**config.mk**
```make
export PLATFORM = sky130hd
export DESIGN_NAME = matrix_mult_seq_flat
export DESIGN_NICKNAME = d
export VERILOG_FILES = /design/src/rtl/matmul_pkg.sv /design/src/rtl/matrix_mult_seq_if.sv /design/src/rtl/matmul_mac.sv /design/src/rtl/matrix_mult_seq.sv /design/src/flat_wrapper.sv
export SDC_FILE = /design/constraint.sdc
export NUM_CORES = 2
export LEC_CHECK = 0
export BUFFER_PORTS_ARGS = -buffer_cell sky130_fd_sc_hd__buf_2
export CAP_MARGIN = 30
export CORE_AREA = 5 5 297 299
export DETAILED_ROUTE_END_ITERATION = 16
export DIE_AREA = 0 0 302 304
export PLACE_DENSITY = 0.78
export SLEW_MARGIN = 30
export SYNTH_ARGS = -nofsm -noshare
export SYNTH_HDL_FRONTEND = slang
export SYNTH_SLANG_ARGS = --single-unit
```
**constraint.sdc**
```tcl
create_clock -name clk -period 12.8 [get_ports clk]
set_input_delay 0.64 -clock clk [delete_from_list [all_inputs] [get_ports clk]]
set_output_delay 0.64 -clock clk [all_outputs]
set_load 0.02 [all_outputs]
```
**src/rtl/matmul_pkg.sv**
```systemverilog
// Shared types, size-code limits and index/width helpers for the sequential matrix multiplier.
package matmul_pkg;

  localparam int unsigned SIZE_W   = 3;
  localparam int unsigned SIZE_MIN = 2;
  localparam int unsigned SIZE_MAX = 5;

  typedef enum logic [1:0] {
    IDLE  = 2'd0,
    CHECK = 2'd1,
    MAC   = 2'd2,
    DONE  = 2'd3
  } state_t;

  // Accumulator wide enough that an N-term sum of full-width products cannot overflow.
  function automatic int unsigned acc_w(input int unsigned elem_w, input int unsigned max_n);
    return 2 * elem_w + $clog2(max_n);
  endfunction

  // Row-major element slot within the packed matrix bus.
  function automatic int unsigned idx(input int unsigned r, input int unsigned c,
                                      input int unsigned max_n = SIZE_MAX);
    return r * max_n + c;
  endfunction

endpackage

```
**src/rtl/matrix_mult_seq_if.sv**
```systemverilog
// Start/busy/done handshake and packed matrix buses of the sequential matrix multiplier.
interface matrix_mult_seq_if #(
  parameter int unsigned BUS_W = 256
);
  logic             start;
  logic [2:0]       size;
  logic [BUS_W-1:0] matriz_a;
  logic [BUS_W-1:0] matriz_b;
  logic [BUS_W-1:0] data_c;
  logic             busy;
  logic             done;
  logic             error;
  logic             overflow;

  modport master (
    output start, size, matriz_a, matriz_b,
    input  data_c, busy, done, error, overflow
  );

  modport slave (
    input  start, size, matriz_a, matriz_b,
    output data_c, busy, done, error, overflow
  );
endinterface

```
**src/rtl/matmul_mac.sv**
```systemverilog
// Signed MAC with clear/enable plus the element reducer.
// MATMUL_SAT_EN defined: reduced element saturates; undefined: it wraps to the low bits.
module matmul_mac
  import matmul_pkg::*;
#(
  parameter int unsigned ELEM_W = 8,
  parameter int unsigned MAX_N  = SIZE_MAX
) (
  input  logic                     clk,
  input  logic                     rst,
  input  logic                     i_clr,
  input  logic                     i_en,
  input  logic signed [ELEM_W-1:0] i_a,
  input  logic signed [ELEM_W-1:0] i_b,
  output logic        [ELEM_W-1:0] o_elem_c,
  output logic                     o_ovf_c
);

  localparam int unsigned ACC_W  = acc_w(ELEM_W, MAX_N);
  localparam int unsigned PROD_W = 2 * ELEM_W;

  localparam logic [ELEM_W-1:0] E_MAX = {1'b0, {(ELEM_W-1){1'b1}}};
  localparam logic [ELEM_W-1:0] E_MIN = {1'b1, {(ELEM_W-1){1'b0}}};

  logic signed [PROD_W-1:0] w_prod;
  logic signed [ACC_W-1:0]  w_sum;
  logic signed [ACC_W-1:0]  r_acc;
  logic                     w_in_range;

  assign w_prod = PROD_W'(i_a) * PROD_W'(i_b);
  assign w_sum  = r_acc + ACC_W'(w_prod);

  // Fits in ELEM_W when every bit from the element sign bit upward agrees.
  assign w_in_range = (w_sum[ACC_W-1:ELEM_W-1] == '0) || (w_sum[ACC_W-1:ELEM_W-1] == '1);

  always_comb begin
    o_ovf_c  = ~w_in_range;
`ifdef MATMUL_SAT_EN
    o_elem_c = w_in_range ? w_sum[ELEM_W-1:0] : (w_sum[ACC_W-1] ? E_MIN : E_MAX);
`else
    o_elem_c = w_sum[ELEM_W-1:0];
`endif
  end

  always_ff @(posedge clk) begin
    if (!rst) begin
      r_acc <= '0;
    end else if (i_clr) begin
      r_acc <= '0;
    end else if (i_en) begin
      r_acc <= w_sum;
    end
  end

endmodule

```
**src/rtl/matrix_mult_seq.sv**
```systemverilog
// Sequential signed NxN matrix multiplier (N = 2..MAX_N), one MAC per cycle.
// Element reduction saturates when MATMUL_SAT_EN is defined, otherwise wraps.
module matrix_mult_seq
  import matmul_pkg::*;
#(
  parameter int unsigned ELEM_W = 8,
  parameter int unsigned MAX_N  = SIZE_MAX,
  parameter int unsigned BUS_W  = 256
) (
  input  logic             clk,
  input  logic             rst,
  matrix_mult_seq_if.slave bus
);

  localparam int unsigned BUS_IW = $clog2(BUS_W);

  state_t             r_state;
  logic [BUS_W-1:0]   r_a;
  logic [BUS_W-1:0]   r_b;
  logic [BUS_W-1:0]   r_buf;
  logic [BUS_W-1:0]   r_data_c;
  logic [SIZE_W-1:0]  r_n;
  logic [SIZE_W-1:0]  r_i;
  logic [SIZE_W-1:0]  r_j;
  logic [SIZE_W-1:0]  r_k;
  logic               r_busy;
  logic               r_done;
  logic               r_error;
  logic               r_overflow;

  logic [BUS_IW-1:0]  w_a_base;
  logic [BUS_IW-1:0]  w_b_base;
  logic [BUS_IW-1:0]  w_c_base;
  logic [SIZE_W-1:0]  w_last;
  logic               w_last_k;
  logic               w_last_j;
  logic               w_last_i;
  logic               w_size_ok;
  logic               w_mac_clr;
  logic               w_mac_en;
  logic [ELEM_W-1:0]  w_elem;
  logic               w_elem_ovf;

  assign w_a_base  = BUS_IW'(idx(32'(r_i), 32'(r_k), MAX_N) * ELEM_W);
  assign w_b_base  = BUS_IW'(idx(32'(r_k), 32'(r_j), MAX_N) * ELEM_W);
  assign w_c_base  = BUS_IW'(idx(32'(r_i), 32'(r_j), MAX_N) * ELEM_W);
  assign w_last    = r_n - SIZE_W'(1);
  assign w_last_k  = (r_k == w_last);
  assign w_last_j  = (r_j == w_last);
  assign w_last_i  = (r_i == w_last);
  assign w_size_ok = (r_n >= SIZE_W'(SIZE_MIN)) && (r_n <= SIZE_W'(MAX_N));
  assign w_mac_en  = (r_state == MAC);
  // Accumulator restarts after each finished dot product and whenever not in MAC.
  assign w_mac_clr = (r_state != MAC) || w_last_k;

  matmul_mac #(
    .ELEM_W (ELEM_W),
    .MAX_N  (MAX_N)
  ) u_mac (
    .clk      (clk),
    .rst      (rst),
    .i_clr    (w_mac_clr),
    .i_en     (w_mac_en),
    .i_a      (r_a[w_a_base +: ELEM_W]),
    .i_b      (r_b[w_b_base +: ELEM_W]),
    .o_elem_c (w_elem),
    .o_ovf_c  (w_elem_ovf)
  );

  always_ff @(posedge clk) begin
    if (!rst) begin
      r_state    <= IDLE;
      r_a        <= '0;
      r_b        <= '0;
      r_buf      <= '0;
      r_data_c   <= '0;
      r_n        <= '0;
      r_i        <= '0;
      r_j        <= '0;
      r_k        <= '0;
      r_busy     <= 1'b0;
      r_done     <= 1'b0;
      r_error    <= 1'b0;
      r_overflow <= 1'b0;
    end else begin
      r_done <= 1'b0;
      case (r_state)
        IDLE: begin
          if (bus.start) begin
            r_a        <= bus.matriz_a;
            r_b        <= bus.matriz_b;
            r_n        <= bus.size;
            r_buf      <= '0;
            r_i        <= '0;
            r_j        <= '0;
            r_k        <= '0;
            r_error    <= 1'b0;
            r_overflow <= 1'b0;
            r_state    <= CHECK;
          end
        end
        CHECK: begin
          r_busy <= 1'b1;
          if (w_size_ok) begin
            r_state <= MAC;
          end else begin
            r_error <= 1'b1;
            r_state <= DONE;
          end
        end
        MAC: begin
          // k innermost; j advances per finished element, i when j wraps.
          if (w_last_k) begin
            r_buf[w_c_base +: ELEM_W] <= w_elem;
            if (w_elem_ovf) r_overflow <= 1'b1;
            r_k <= '0;
            if (w_last_j) begin
              r_j <= '0;
              if (w_last_i) begin
                r_i     <= '0;
                r_state <= DONE;
              end else begin
                r_i <= r_i + SIZE_W'(1);
              end
            end else begin
              r_j <= r_j + SIZE_W'(1);
            end
          end else begin
            r_k <= r_k + SIZE_W'(1);
          end
        end
        DONE: begin
          r_data_c <= r_buf;
          r_done   <= 1'b1;
          r_busy   <= 1'b0;
          r_state  <= IDLE;
        end
        default: r_state <= IDLE;
      endcase
    end
  end

  assign bus.data_c   = r_data_c;
  assign bus.busy     = r_busy;
  assign bus.done     = r_done;
  assign bus.error    = r_error;
  assign bus.overflow = r_overflow;

endmodule

```
**src/flat_wrapper.sv**
```systemverilog
// flat-port wrapper written by rule: the top's interface ports become plain ports
module matrix_mult_seq_flat import matmul_pkg::*;
#(
  parameter int unsigned ELEM_W = 8,
  parameter int unsigned MAX_N  = SIZE_MAX,
  parameter int unsigned BUS_W  = 256
)
  (clk, rst, bus_start, bus_size, bus_matriz_a, bus_matriz_b, bus_data_c, bus_busy, bus_done, bus_error, bus_overflow);
  matrix_mult_seq_if #(.BUS_W(BUS_W)) bus_i ();
  input  logic clk;
  input  logic rst;
  input wire logic [$bits(bus_i.start)-1:0] bus_start;
  input wire logic [$bits(bus_i.size)-1:0] bus_size;
  input wire logic [$bits(bus_i.matriz_a)-1:0] bus_matriz_a;
  input wire logic [$bits(bus_i.matriz_b)-1:0] bus_matriz_b;
  output wire logic [$bits(bus_i.data_c)-1:0] bus_data_c;
  output wire logic [$bits(bus_i.busy)-1:0] bus_busy;
  output wire logic [$bits(bus_i.done)-1:0] bus_done;
  output wire logic [$bits(bus_i.error)-1:0] bus_error;
  output wire logic [$bits(bus_i.overflow)-1:0] bus_overflow;
  assign bus_i.start = bus_start;
  assign bus_i.size = bus_size;
  assign bus_i.matriz_a = bus_matriz_a;
  assign bus_i.matriz_b = bus_matriz_b;
  assign bus_data_c = bus_i.data_c;
  assign bus_busy = bus_i.busy;
  assign bus_done = bus_i.done;
  assign bus_error = bus_i.error;
  assign bus_overflow = bus_i.overflow;
  matrix_mult_seq #(.ELEM_W(ELEM_W), .MAX_N(MAX_N), .BUS_W(BUS_W)) u_core (.clk(clk), .rst(rst), .bus(bus_i));
endmodule
```
==> impl_metrics.json <==
{
  "die_w_um": 302,
  "rsz0062_at_grt": "no",
  "fillers": 6733,
  "drive_above_1_share": 0.218,
  "synth_top_area_frac": 0.438,
  "multi_input_area_um2": 25500,
  "place.gp.congestion": 0.930,
  "rows": 107,
  "synth_edf_count": 0,
  "route.detailed.drc": 0,
  "combPwrFrac": 0.300,
  "ir_drop_mv": 0.154,
  "reg2reg_depth": 24,
  "synth_top_area_cell": "dfxtp_1",
  "synth.yosys.seq_area_share": 0.438,
  "start_util": 0.571,
  "ys_warn_count": 0,
  "worstSetupStartpointType": "flop",
  "ys_types": 65,
  "drv_slew": 0,
  "clockRootBuffer": "clkbuf_16",
  "p_int_mw": 6.67,
  "finalCoreUtilization": 0.669,
  "cp.arrival_ns": 9.86,
  "cp-endpoint": "u_core.bus.overflow",
  "vias_per_cell": 5.52,
  "core-area_um2": 84900,
  "status": "complete, no violations",
  "die_area_um2": 91800,
  "hp-class": "input pin to flop",
  "cts_tree": "yes",
  "post-cts-setup-buffers": 0,
  "stdcell_count": 6853,
  "async_flop_share": 0,
  "switching_share": 0.342,
  "grt.total_usage": 0.296,
  "r2r_start": "u_core.r_k[0]",
  "ys_top_cells_by_area": "dfxtp_1, mux2i_1, nand2_1",
  "drtPass1Iterations": 6,
  "min_period_ns": 9.32,
  "wl_um": 141000,
  "syn_nets": 5717,
  "drt_iter0_drc": 3260,
  "synthCells": 5041,
  "whs_ns": 0.202,
  "cts_resized": 0,
  "clock_sinks": 1061,
  "timing.final.ws_setup_ns": 3.48,
  "setup_viol": 0,
  "post-place-ws_ns": 3.52,
  "clock_power_share": 0.322,
  "die_y_um": 304,
  "rrSetupSlack_ns": 3.48,
  "leakagePower_nw": 22.7,
  "cap_viol_max_count": 0,
  "antenna_left": 0,
  "antenna_found_initial": 16,
  "required_ns": 13.34,
  "h-tree-depth": 3,
  "clockBufferDepth": 3,
  "fin_tns_setup_ns": 0,
  "seqCellArea_um2": 21200,
  "crit_start": "u_core.r_k[0]",
  "r2r_end": "u_core.bus.overflow",
  "routedWlPerCell_um": 20.6,
  "p_total_mw": 10.1,
  "period_share": 0.729,
  "grt_pass1_wl_um": 217000,
  "synthToLayoutAreaGrowth_pct": 17.1,
  "worstSetupPathType": "flop to flop",
  "postSynthAreaPerCell_um2": 9.61,
  "overflow": 0,
  "port_buffers": 777,
  "clk_pin_slew_worst_paths_ns": 0.06,
  "slew_headroom": 0.248,
  "clock.fmax_mhz": 107,
  "grt_max_degree": 230,
  "tightestPinTransition_ns": 1.13,
  "final_nets": 6280,
  "place_inst": 6635,
  "netlist_area_um2": 48500,
  "synth-main-ff-cell": "dfxtp_1",
  "p_seq_frac": 0.378,
  "via_count": 37860,
  "fin_skew_ns": 0.0448,
  "end_kind": "flop",
  "p_per_area_nw_per_um2": 178,
  "cp_max_fo": 37,
  "fin_area_um2": 56800,
  "p_switching_mw": 3.46,
  "placed_cell_area_um2": 52900,
  "first_global_vias": 37435,
  "synth-seq-cells": 1061,
  "cts_hold_buf": 0,
  "cts_buffers": 108,
  "hold_viol_final": 0,
  "ios": 778,
  "clock_latency_ns": 0.69,
  "dp_hpwl_um": 98900
}
==> metal layers <==
metal / up-vias / global-route usage / routed length [µm]
met5: - / 0 / 55
met4: 8 / 0.131 / 6790
met3: 308 / 0.0486 / 10100
met2: 1413 / 0.486 / 66500
met1: 18278 / 0.386 / 57600
li1: 17853 / - / -
==> worst max-delay path, stage by stage (launching register included) <==
cell       delay, ns
dfxtp_1         0.55
ha_4            0.20
inv_1           0.04
fa_2            1.10
buf_4           0.59
mux4_2          0.41
mux4_2          0.49
mux2i_1         0.66
nor2_1          0.14
fa_1            0.56
inv_1           0.05
fa_1            0.53
inv_1           0.05
fa_1            0.46
fa_1            0.52
fa_1            0.42
ha_1            0.34
o21a_1          0.21
and2_1          0.19
o311ai_0        0.60
nand2_1         0.09
a2111oi_0       0.51
nand4_1         0.17
nor4_1          0.21
nor3b_1         0.08
==> area by class of cell <==
class	instances	share of cell area
Antenna cell	11	0.000485
Clock buffer	157	0.0570
Timing Repair Buffer	815	0.0760
Sequential cell	1061	0.374
Clock inverter	47	0.00919
Multi-Input combinational cell	3489	0.449
Inverter	129	0.00853
Tap cell	1144	0.0252
==> synthesized netlist by cell type, types with 2 or more instances <==
master and number:
a21boi_0 519, o311ai_0 2, nand4bb_1 2, ha_1 70, nor2_1 119, nor3_1 16
buf_6 2, xor2_1 15, o31ai_1 2, nor2_2 15, fa_1 88, nor4_1 5
mux2i_1 472, a31oi_1 5, and2_1 210, nand4_1 3, mux4_2 160, nor3_4 3
nor2b_1 272, a211oi_1 2, buf_1 43, o21ai_0 20, nor3_2 2, a311oi_1 2
a21oi_1 17, or4_1 2, xnor2_1 23, o21a_1 52, nor3b_1 3, nand2_1 1256
or3_1 2, buf_2 5, nand4b_1 4, inv_1 129, or2_2 27, clkbuf_1 311
dfxtp_1 1061, and3_1 50, o211ai_1 2, a21o_1 7, nand3_1 17
==> sequential cells by signal, indices dropped and copies added (netlist names), 2 cells and up <==
| signal | cells |
|---|---|
| u_core.bus.data_c | 256 |
| u_core.r_a | 256 |
| u_core.r_b | 256 |
| u_core.r_buf | 256 |
| u_core.r_i | 3 |
| u_core.r_j | 3 |
| u_core.r_k | 3 |
| u_core.r_n | 3 |
| u_core.r_state | 2 |
| u_core.u_mac.r_acc | 19 |
==> placed cells by master (no fill, tap or decap), types with 5 or more instances in the layout <==
master | Yosys | final
a21boi_0 | 519 | 519
a21o_1 | 7 | 7
a21oi_1 | 17 | 17
a31oi_1 | 5 | 5
and2_1 | 210 | 209
and3_1 | 50 | 50
buf_2 | 5 | 776
buf_4 | 0 | 25
buf_6 | 2 | 6
bufinv_16 | 0 | 6
clkbuf_1 | 311 | 15
clkbuf_16 | 0 | 109
clkbuf_8 | 0 | 33
clkinv_2 | 0 | 28
dfxtp_1 | 1061 | 1061
diode_2 | 0 | 11
fa_1 | 88 | 87
ha_1 | 70 | 66
inv_1 | 129 | 129
mux2i_1 | 472 | 472
mux4_2 | 160 | 160
nand2_1 | 1256 | 1248
nand2_4 | 0 | 7
nand3_1 | 17 | 17
nor2_1 | 119 | 115
nor2_2 | 15 | 19
nor2b_1 | 272 | 272
nor3_1 | 16 | 15
nor4_1 | 5 | 5
o21a_1 | 52 | 52
o21ai_0 | 20 | 20
or2_2 | 27 | 27
xnor2_1 | 23 | 20
xor2_1 | 15 | 15
==> how the worst min path moves through the flow <==
stage	startpoint	end	slack (ns)	cells after the start
after detailed placement	u_core.r_a[207]	u_core.r_a[207]	0.46	2
final	bus_matriz_a[112]	u_core.r_a[112]	0.20	3
after global routing	bus_matriz_a[132]	u_core.r_a[132]	0.18	3
after floorplan	u_core.r_a[0]	u_core.r_a[0]	0.44	2
after global placement	u_core.r_b[213]	u_core.r_b[213]	0.45	2
after CTS	bus_matriz_a[129]	u_core.r_a[129]	0.16	3
==> power by group through the flow <==
stage	combinational [mW]	sequential (mW)	clock [mW]
2_1_floorplan	2.25	3.80	0
3_5_place_dp	3.01	3.89	0
3_3_place_gp	2.93	3.88	0
4_1_cts	3.03	3.82	3.30
6_report	3.04	3.83	3.26
5_1_grt	3.34	3.85	3.44
==> kinds of logic (layout without fill, tap and decap cells) <==
| group | Yosys count | in the layout | synth area share |
|---|---|---|---|
| and+or+nand+nor | 2014 | 2014 | 0.190 |
| adders and majority gates | 158 | 158 | 0.0544 |
| DFF | 1061 | 1061 | 0.438 |
| buffers and inverters | 491 | 1148 | 0.0385 |
| other | 0 | 11 | 0 |
| AOI/OAI and AO/OA | 644 | 644 | 0.0987 |
| xor gates and xnor gates | 41 | 41 | 0.00816 |
| muxes | 632 | 632 | 0.172 |
Note: power is estimated with default switching activity, not from simulation.
